File: src/rtl/dmem_arbiter.sv
// rtl/dmem_arbiter.sv - two-port round-robin data memory arbiter with bounded lock
module dmem_arbiter #(
    parameter int WIDTH    = 64,
    parameter int MAX_LOCK = 15
) (
    input  logic             clock,
    input  logic             reset,
    input  logic             req0_valid,
    input  logic [WIDTH-1:0] req0_addr,
    input  logic [WIDTH-1:0] req0_wdata,
    input  logic             req0_word_we,
    input  logic             req0_byte_we,
    input  logic             req0_lock,
    output logic             req0_ready,
    output logic             rsp0_valid,
    output logic [WIDTH-1:0] rsp0_rdata,
    input  logic             req1_valid,
    input  logic [WIDTH-1:0] req1_addr,
    input  logic [WIDTH-1:0] req1_wdata,
    input  logic             req1_word_we,
    input  logic             req1_byte_we,
    input  logic             req1_lock,
    output logic             req1_ready,
    output logic             rsp1_valid,
    output logic [WIDTH-1:0] rsp1_rdata,
    output logic [WIDTH-1:0] mem_addr,
    output logic [WIDTH-1:0] mem_wdata,
    output logic             mem_word_we,
    output logic             mem_byte_we,
    input  logic [WIDTH-1:0] mem_rdata,
    output logic             owner,
    output logic             err
);

    localparam int CW = $clog2(MAX_LOCK + 1);
    localparam logic [CW-1:0] MAX_CNT = CW'(MAX_LOCK);

    typedef enum logic [2:0] {IDLE, GNT0, GNT1, LCK0, LCK1} state_t;

    state_t          state, state_nxt;
    logic [CW-1:0]   lock_cnt, lock_cnt_nxt, lock_base, cnt_inc;
    logic            last_win, last_win_nxt;
    logic            grant, win;
    logic [WIDTH-1:0] sel_addr, sel_wdata;
    logic            sel_word, sel_byte, sel_lock;

    // Reset gates the grant so nothing reaches memory while reset is held.
    always_comb begin
        grant = 1'b0;
        win   = 1'b0;
        if (reset) begin
            if (state == LCK0 && req0_valid) begin
                grant = 1'b1;
                win   = 1'b0;
            end else if (state == LCK1 && req1_valid) begin
                grant = 1'b1;
                win   = 1'b1;
            end else if (req0_valid && req1_valid) begin
                grant = 1'b1;
                win   = ~last_win;
            end else if (req0_valid) begin
                grant = 1'b1;
                win   = 1'b0;
            end else if (req1_valid) begin
                grant = 1'b1;
                win   = 1'b1;
            end
        end
    end

    assign sel_addr  = win ? req1_addr    : req0_addr;
    assign sel_wdata = win ? req1_wdata   : req0_wdata;
    assign sel_word  = win ? req1_word_we : req0_word_we;
    assign sel_byte  = win ? req1_byte_we : req0_byte_we;
    assign sel_lock  = win ? req1_lock    : req0_lock;

    // An illegal word+byte write is demoted to a plain word write.
    assign mem_addr    = grant ? sel_addr  : '0;
    assign mem_wdata   = grant ? sel_wdata : '0;
    assign mem_word_we = grant & (sel_word | sel_byte);
    assign mem_byte_we = grant & sel_byte & ~sel_word;
    assign req0_ready  = grant & ~win;
    assign req1_ready  = grant & win;
    assign owner       = win;

    // The lock count only carries over while the same port keeps its lock.
    always_comb begin
        state_nxt    = IDLE;
        lock_cnt_nxt = '0;
        last_win_nxt = last_win;
        lock_base    = '0;
        cnt_inc      = '0;
        if (grant) begin
            last_win_nxt = win;
            if ((state == LCK0 && !win) || (state == LCK1 && win))
                lock_base = lock_cnt;
            cnt_inc = lock_base + 1'b1;
            if (sel_lock && cnt_inc != MAX_CNT) begin
                state_nxt    = win ? LCK1 : LCK0;
                lock_cnt_nxt = cnt_inc;
            end else begin
                state_nxt = win ? GNT1 : GNT0;
            end
        end
    end

    always_ff @(posedge clock or negedge reset) begin
        if (!reset) begin
            state      <= IDLE;
            lock_cnt   <= '0;
            last_win   <= 1'b1;
            rsp0_valid <= 1'b0;
            rsp1_valid <= 1'b0;
            rsp0_rdata <= '0;
            rsp1_rdata <= '0;
            err        <= 1'b0;
        end else begin
            state      <= state_nxt;
            lock_cnt   <= lock_cnt_nxt;
            last_win   <= last_win_nxt;
            rsp0_valid <= grant & ~win;
            rsp1_valid <= grant & win;
            if (grant && !win)
                rsp0_rdata <= mem_rdata;
            if (grant && win)
                rsp1_rdata <= mem_rdata;
            if (grant && sel_word && sel_byte)
                err <= 1'b1;
        end
    end

endmodule
File: config.mk
export PLATFORM = sky130hd
export DESIGN_NAME = dmem_arbiter
export DESIGN_NICKNAME = d
export VERILOG_FILES = /design/src/rtl/dmem_arbiter.sv
export SDC_FILE = /design/constraint.sdc
export NUM_CORES = 1
export LEC_CHECK = 0
export CORE_AREA = 2 2 232 234
export CTS_CLUSTER_SIZE = 28
export DETAILED_ROUTE_END_ITERATION = 8
export DIE_AREA = 0 0 234 236
export PLACE_DENSITY = 0.51
export SYNTH_ARGS = -nofsm -noshare
export SYNTH_HDL_FRONTEND = slang
export SYNTH_SLANG_ARGS = --single-unit
File: constraint.sdc
create_clock -name clock -period 2.6 [get_ports clock]
set_clock_uncertainty 0.15 [all_clocks]
set_input_delay 0.52 -clock clock [delete_from_list [all_inputs] [get_ports clock]]
set_output_delay 0.52 -clock clock [all_outputs]
set_load 0.02 [all_outputs]
Word level (Yosys, flattened, before mapping). Index checks and enable logic that the tools add are counted.

Add/subtract/negate cells: 1. Muxes and demuxes: 26. Equal/unequal tests: 3. Reduce and logical (&&, ||, !) cells: 12. Bitwise gates (word level): 9.

Operators with widths (count): 64-bit two-way mux (4); 4-bit two-way mux (4); 1-bit two-way mux (14); 1-bit logical AND (10); 3-bit two-way mux (3); 1-bit AND (5); 4-bit by 1-bit adder with 4-bit output, second input constant (1); 4-bit inequality test, second input constant (1); 3-bit by 2-bit equality test with 1-bit output, second input constant (1); 3-bit equality test, second input constant (1); 1-bit inverter (3); 2-bit two-way mux (1); 1-bit logical NOT (1); 1-bit logical OR (1); 1-bit bitwise OR (1).

Logic and storage cells: 59. Bits in registers: 139. Output and inout bits: 264. Bits of input ports: 330.

Longest topological paths before layout.
Word-level depth: 16. Gate-level depth with buffers: 11. Mapped depth without buffers: 11.

Worst setup path after synthesis. OpenSTA, ideal clock, no wires.

Kind: input-to-reg. Start: input port reset. End: register state[1]. Cell stages on the path: 11. Data required time: 2.331 ns. Arrival: 2.363 ns. Path buffers: 0. Library setup time: 0.119 ns. Setup slack: -0.032 ns. Cell sequence: and2_1 -> a32oi_1 -> nand2b_1 -> inv_1 -> ha_1 -> xor2_1 -> nand2_1 -> nor3_1 -> a21oi_1 -> ha_1 -> and2_1.

Cells in the longest elaborated chain, start to end: 11. Elaborated cells on any way between the ends: 16. Those cells by class: add/sub (1); eq/ne (1); mux (9); reduce/logical (5).

Ends and longest elaborated chain: start: declaration (line 7) `input logic reset,`; 1-bit two-way mux (line 51) `if (reset) begin`; 1-bit logical NOT (line 95) `if ((state == LCK0 && !win) || (state == LCK1 && win))`; 1-bit logical AND (line 95); 1-bit logical OR (line 95); 4-bit two-way mux (line 95); 4-bit two-way mux (line 93) `if (grant) begin`; 4-bit by 1-bit adder with 4-bit output (line 97) `cnt_inc = lock_base + 1'b1;`; 4-bit inequality test (line 98) `if (sel_lock && cnt_inc != MAX_CNT) begin`; 1-bit logical AND (line 98); 3-bit two-way mux (line 98); 3-bit two-way mux (*) (line 93); net state_nxt[1] (line 40) `state_t state, state_nxt;`; end signal: assignment (line 118) `state <= state_nxt;`; end: declaration (line 40).

The timed path passes the listed nets; every way through them passes the cells marked *. The select of a mux whose other input is x is not followed. A chain may end at the register's enable or synchronous reset.

Worst setup path in the final report.
Start: register state[1]. End: output port mem_wdata[54].

Cells in the longest elaborated chain, start to end: 7. Elaborated cells on any way between the ends: 12. Those cells by class: eq/ne (2); mux (8); reduce/logical (2).

Ends and longest elaborated chain: 3-bit equality test (line 55) `end else if (state == LCK1 && req1_valid) begin`; 1-bit logical AND (line 55); 1-bit two-way mux (line 55); 1-bit two-way mux (line 52) `if (state == LCK0 && req0_valid) begin`; 1-bit two-way mux (line 51); 64-bit two-way mux (line 72) `assign sel_wdata = win ? req1_wdata : req0_wdata;`; 64-bit two-way mux (*) (line 79) `assign mem_wdata = grant ? sel_wdata : '0;`; end: declaration (line 27) `output logic [WIDTH-1:0] mem_wdata,`.

Mark *: on every way between the ends. The rest lies on a longest branch, timed or not.

==> metrics.cfg <==
[synth]
ys_types=34
synth_ff_type=dfrtp_1
syn_nets=823
synthArstFlopShare_pct=100.0
synthCells=490
synth-edff-count=0
syn_avg_cell_area_sq_um=13.48
ys_ff_latch=138
syn_area_sq_mm=0.006605
synth_seq_area_share_pct=52.30
ys_warn_count=0

[global_routing]
antenna_found_initial=34
grt_max_degree=61
use_met1_pct=16.12
gr-total-overflow=0
grtUsageTotal_pct=16.54
met2_usage_pct=30.77
grt_pass1_vias=7830
grt_pass1_wl_um=62330
grt.busiest_layer=met2
use_met3_pct=4.836

[clock_network]
clockBufferDepth=2
cts_buffers=17
cts.clk_slew.worst_paths_ns=0.07
h-tree-depth=4
clock_latency_ns=0.45
cts_sinks=138
cts_tree=done
cts_root_buf=clkbuf_16

[job]
drv_cap=0

[timing]
hold_viol_final=0
period_needed_ns=3.055
finalSetupViolations=132
max_freq_ghz=0.3274
fin_ws_ns=-0.4548
period_share_pct=117.5
tightest_slew_ns=0.7768
max_slew_margin_pct=48.21
timing.final.max_slew_violations=0
rsz0062_at_grt=yes

[power_and_ir_drop]
seq_power_share_pct=29.9
max-vdd-ir-drop_mv=0.6963
p_sw_mw=3.195
p_comb_share_pct=44.0
p_leak_nw=6.456
intPower_mw=6.331
swShare_pct=33.54
p_clk_share_pct=26.1
power_density_mw_per_mm2=610.1

[routing]
via_per_inst=3.932
firstDrtPassIters=4
wl_per_cell_um=25.53
wl_um=48400
num_vias=7455
ant_nets=0
drc=0
first_iter_violations=239

[floorplan]
coreArea_sq_mm=0.05307
fp.dieH_um=236
chipWidth_um=234
rows=85
ios=594
initial_utilization_pct=12.45
dieArea_sq_mm=0.05522

[status]
status=complete, but fails checks
violations=setup timing

[worst_hold_path]
hp-class=primary input to asynchronous set/reset pin

[placed_design]
placed_cells=1800
gp_congestion=0.9461
dp_hpwl_um=39270
portBuffers=593

[setup_path]
critPathKind=register to output port
worst_setup_path_end_kind=output port
reg2regPathDepth=12
worstPathRequired_ns=1.93
crit_fanout=8
cp.arrival_ns=2.38
crit_path_start_kind=register

[cells_and_area]
final_cells=1896
fin_util_pct=29.42
fin_nets=1493
synthToLayoutAreaGrowth_pct=136.4
nFillCells=5503
drive_above_1_share_pct=33.59

[through the flow]
| step | hold slack, ns | setup slack (ns) | area (sq um) | power, mW | setup TNS [ns] |
|---|---|---|---|---|---|
| floorplan | 0.07441 | 0.03148 | 6613 | 4.414 | 0 |
| global placement | 0.2929 | -0.7986 | 13910 | 6.753 | -127.64 |
| detailed placement | 0.3025 | -0.8209 | 13910 | 6.782 | -131.09 |
| CTS | 0.03819 | -0.5148 | 14850 | 9.451 | -63.76 |
| global route | 0.06900 | -0.5409 | 15580 | 9.960 | -56.61 |
| finish | 0.02960 | -0.4548 | 15610 | 9.526 | -45.00 |
[synthesized netlist by cell type, types with 2 or more instances]
master / n / area, sq um
nor2b_1: 2 / 12.51
nor2_1: 4 / 15.01
a21oi_1: 2 / 10.01
o221a_2: 2 / 22.52
nand3b_1: 2 / 15.01
buf_6: 6 / 67.56
nor3_1: 4 / 20.02
a211oi_1: 2 / 15.01
and2_1: 3 / 18.77
a21o_1: 2 / 15.01
mux2_2: 87 / 979.7
o21ai_0: 3 / 15.01
ha_1: 3 / 37.54
o21a_1: 2 / 15.01
mux2_1: 41 / 461.7
dfrtp_1: 137 / 3428
xor2_1: 2 / 17.52
nand2b_1: 3 / 18.77
a22o_1: 128 / 1121
nand2_1: 6 / 22.52
clkbuf_1: 9 / 33.78
nand3_1: 2 / 10.01
buf_2: 25 / 125.1
buf_1: 3 / 11.26
[routing by layer]
metal,wire length (um),part of all wire (%),vias to the layer above
met5,12,0.025,-
met4,2356,4.9,2
met3,3630,7.5,74
met2,25900,54,407
met1,16500,34,3713
li1,-,-,3259
[placed cells by master, fill, tap and decap left out, types with 3 or more instances in the layout]
master	count
clkdlybuf4s50_1	457
dfrtp_1	136
buf_6	114
a22o_1	107
mux2_2	87
buf_4	68
mux2_1	41
buf_12	29
diode_2	27
clkbuf_16	23
a22o_4	21
buf_8	10
nand2_1	5
clkinv_4	4
clkinvlp_4	4
buf_16	4
and2_1	3
nor2_1	3
inv_6	3
[worst max-delay path, stage by stage, from the launching register on]
cell,delay [ns]
dfrtp_1,0.44
a21oi_4,0.21
o21ai_2,0.10
a21boi_4,0.19
nor2_4,0.05
buf_12,0.14
buf_12,0.14
buf_8,0.13
buf_6,0.13
a22o_4,0.25
buf_12,0.14
[registers in the layout, summed over array words and instances (netlist names)]
name	count
rsp0_rdata	64
rsp1_rdata	64
rsp1_valid	1
err	1
state	3
lock_cnt	4
last_win	1
[cell type report]
cell class                      instances  area [sq um]  area share (%)
Antenna cell                           27         67.56          0.4327
Clock buffer                           17         425.4           2.725
Clock inverter                         15         167.7           1.074
Inverter                                1         3.754         0.02404
Multi-Input combinational cell        308          3189           20.43
Sequential cell                       138          3456           22.13
Tap cell                              696         870.8           5.577
Timing Repair Buffer                  694          7433           47.61
[worst paths after layout]
kind / slack [ns] / to / from
max reg2reg: -0.10 / state[1]$_DFF_PN0_ / state[0]$_DFF_PN0_
max in group asynchronous: 1.10 / rsp0_rdata[2]$_DFFE_PN0P_ / reset
min in group clock: 0.31 / err$_DFFE_PN0P_ / err$_DFFE_PN0P_
min: 0.03 / lock_cnt[3]$_DFF_PN0_ / reset
min reg2reg: 0.31 / err$_DFFE_PN0P_ / err$_DFFE_PN0P_
max: -0.45 / mem_wdata[54] / state[1]$_DFF_PN0_
[repair_timing]
| action | 4_1_cts | 5_1_grt |
|---|---|---|
| hold buffers | 0 | 0 |
| resized for setup | 489 | 251 |
| cloned | 3 | 7 |
| pin swaps | 11 | 26 |
| setup endpoints to repair | 167 | 204 |
| buffers inserted | 13 | 27 |
[logic make-up (layout without fill, tap and decap cells)]
family	after synthesis	after routing	synth area share [%]
fa+ha+maj	3	3	0.5684
simple gates	29	29	2.368
flops	138	138	52.30
xor+xnor	3	3	0.3979
compound gates	145	145	18.89
other cells	0	27	0
buf+inv	44	727	3.656
mux	128	128	21.82
[power by group through the flow]
| stage | combinational (mW) | clock, mW | sequential, mW |
|---|---|---|---|
| final | 4.19 | 2.49 | 2.85 |
| after global placement | 3.90 | 0 | 2.86 |
| after floorplan | 0.996 | 0 | 3.42 |
| after detailed placement | 3.90 | 0 | 2.88 |
| after CTS | 4.01 | 2.59 | 2.85 |
| after global routing | 4.38 | 2.67 | 2.91 |
Note: power is estimated with default switching activity, not from simulation.
==> edit, RTL diff (config.mk and constraints unchanged) <==
The 5 states of `state_t` get a one-hot encoding in 5 bits.
--- a/src/rtl/dmem_arbiter.sv
+++ b/src/rtl/dmem_arbiter.sv
@@ -37,3 +37,3 @@
 
-    typedef enum logic [2:0] {IDLE, GNT0, GNT1, LCK0, LCK1} state_t;
+    typedef enum logic [4:0] {IDLE = 5'b00001, GNT0 = 5'b00010, GNT1 = 5'b00100, LCK0 = 5'b01000, LCK1 = 5'b10000} state_t;
 
Formal check against the unedited RTL: no difference found for any inputs over 4 cycles, from zero or initial values and one cycle with reset low; so few cycles prove little.
==> edit against the unedited design <==
  * The run still ends with negative setup slack left
  * Sequential power up 4%
  * Total power down 0.75%
  * Via count increased by 15%
  * Cell area shrank 3.7%
  * Largest power group unchanged
  * Critical endpoint is now mem_word_we
  * Count of clock-buffer cells in the layout is 5 higher
  * Combinational power down 5.0%
  * Sequential cell count is 3 higher
  * Area after synthesis up 11%
  * Non-clock buffer count is 35 lower
  * Routed wire length down 19%
  * Worst hold slack improved by 0.022 ns
  * Setup slack lost 0.11 ns
  * Core utilization is 1.1 points lower
==> edit: results (changes against the unedited design) <==
[grt]
antenna_found_initial=6  ; was 34
grt_pass1_wl_um=55000  ; was 62300 um
grt_max_degree=140  ; was 61
grt_pass1_vias=8778  ; was 7830
grt_util_all_layers_pct=13.3  ; was 16.5%

[clock_tree]
clock_latency_ns=0.43  ; was 0.45 ns
clockBufferDepth=2  ; unchanged
numCtsBuffers=17  ; unchanged
clk_pin_slew_ns=0.06
cts-root-buf=clkbuf_16  ; unchanged
htree_levels=4  ; unchanged

[layout]
top_regs=rsp0_rdata (64), rsp1_rdata (64), state (5)  ; was rsp0_rdata (64), rsp1_rdata (64), lock_cnt (4)
nets=1850  ; was 1493
n_fill_cell=5708  ; was 5503
layout-drive-gt1-share_pct=21.2  ; was 33.6%

[timing]
relSlewSlack_pct=30.8  ; was 48.2%
tns_ns=-61.97  ; was -45.00 ns
setup_viol=141  ; was 132
layout_setup_ws_ns=-0.568  ; was -0.455 ns

[synth]
ys_top_cells_by_area=dfrtp_1 47%, nand2_1 23%, mux2_2 9.8%  ; was dfrtp_1 52%, a22o_1 17%, mux2_2 15%
yosys.cell_types.count=36  ; was 34
netlist_instances=904  ; was 490
ys_seq_area_share_pct=48.1  ; was 52.3%
synth_common_cells=457 x nand2_1, 139 x dfrtp_1, 131 x nand3_1  ; was 137 x dfrtp_1, 128 x a22o_1, 87 x mux2_2
syn-num-nets=1236  ; was 823
synthArstFlopShare_pct=100  ; unchanged
ys_warn_count=0  ; unchanged

[drt]
met1_length_um=15200  ; was 16500 um
drt-wirelength-per-cell_um=17.5  ; was 25.5 um
wl_met2_um=20300  ; was 25900 um
drt_pass1_iterations=4  ; unchanged
vias=8598  ; was 7455
wl_met3_um=3080  ; was 3630 um
top_layer_used=met4  ; was met5
drt_iter0_drc=248  ; was 239
vias_per_cell=3.86  ; was 3.93

[pwr]
p_leak_nw=6.96  ; was 6.46 nW
max-vdd-ir-drop_mv=0.564  ; was 0.696 mV
p_per_area_nw_per_um2=629  ; was 610 nW/um2

[placed_design]
place_area_um2=14300  ; was 13900 um2
port_buffers=593  ; unchanged
dp.cells=2183  ; was 1800
routabilityCongestion=0.803  ; was 0.946
hpwl_um=30700  ; was 39300 um
place_ws_ns=-0.835  ; was -0.821 ns

[critical_path]
arrival_ns=2.50  ; was 2.38 ns
crit_fanout=7  ; was 8

[run_status]
outcome=finished, violations left  ; unchanged
violations=negative setup slack  ; unchanged

[hold_path]
hp-class=in -> async  ; unchanged

[run]
maxCapViolCount=0  ; unchanged

## edit: cell types whose count changed after synthesis, moves of 3 or more
cell	delta
a22o_1	-128
and3_1	+3
buf_2	-3
buf_4	+5
buf_6	+9
clkbuf_1	+10
inv_1	+3
mux2_1	-41
mux2_2	-23
nand2_1	+451
nand3_1	+129
## edit: worst paths after layout
kind,from,to,slack (ns),depth (start not counted)
max,state[0]$_DFF_PN1_,mem_word_we,-0.57,9
min,reset,err$_DFFE_PN0P_,0.05,3
max reg2reg,state[1]$_DFF_PN0_,state[3]$_DFF_PN0_,-0.02,13
min reg2reg,err$_DFFE_PN0P_,err$_DFFE_PN0P_,0.30,1
max in group asynchronous,reset,rsp1_rdata[52]$_DFFE_PN0P_,1.34,3
min in group clock,err$_DFFE_PN0P_,err$_DFFE_PN0P_,0.30,1
## edit: kinds of logic after synthesis
logic type / share of synthesized area [%]
buf+inv: 5.70
simple gates: 34.5
fa+ha+maj: 0.341
flops: 48.1
xor+xnor: 0.358
mux: 9.96
compound gates: 1.06
## edit: critical path, cell delays in order (launching register included)
cell and delay (ns):
dfstp_2 0.37, or4_4 0.55, a31oi_4 0.26, nand2_8 0.14, buf_12 0.18, buf_8 0.12
buf_6 0.11, nor3_4 0.10, nor3_2 0.06, buf_4 0.16
## edit: what timing repair did
| item | in CTS | in global routing |
|---|---|---|
| gates resized for setup | 496 | 107 |
| pin swaps | 1 | 15 |
| gates cloned | 0 | 2 |
| setup buffers | 3 | 6 |
| hold endpoints to repair | 2 | 0 |
| endpoints found under the setup margin | 212 | 158 |
| hold buffers | 1 | 0 |
## edit: report_power, final
| part | switching [mW] | leakage [nW] | internal [mW] |
|---|---|---|---|
| logic | 1.98 | 4.96 | 2.00 |
| clock network | 0.973 | 0.283 | 1.56 |
| registers | 0.258 | 1.71 | 2.69 |
## edit: area by class of cell
cell class,count,share of cell area (%)
Clock buffer,22,3.09
Sequential cell,141,23.5
Tap cell,696,5.79
Multi-Input combinational cell,694,23.6
Timing Repair Buffer,659,42.9
Antenna cell,4,0.0666
Clock inverter,9,0.899
Inverter,5,0.233
## edit: metal layers
layer,track usage (%),vias to the layer above
met4,3.74,0
met5,0,-
met3,4.04,26
met2,24.4,352
met1,14.7,4081
li1,-,4139
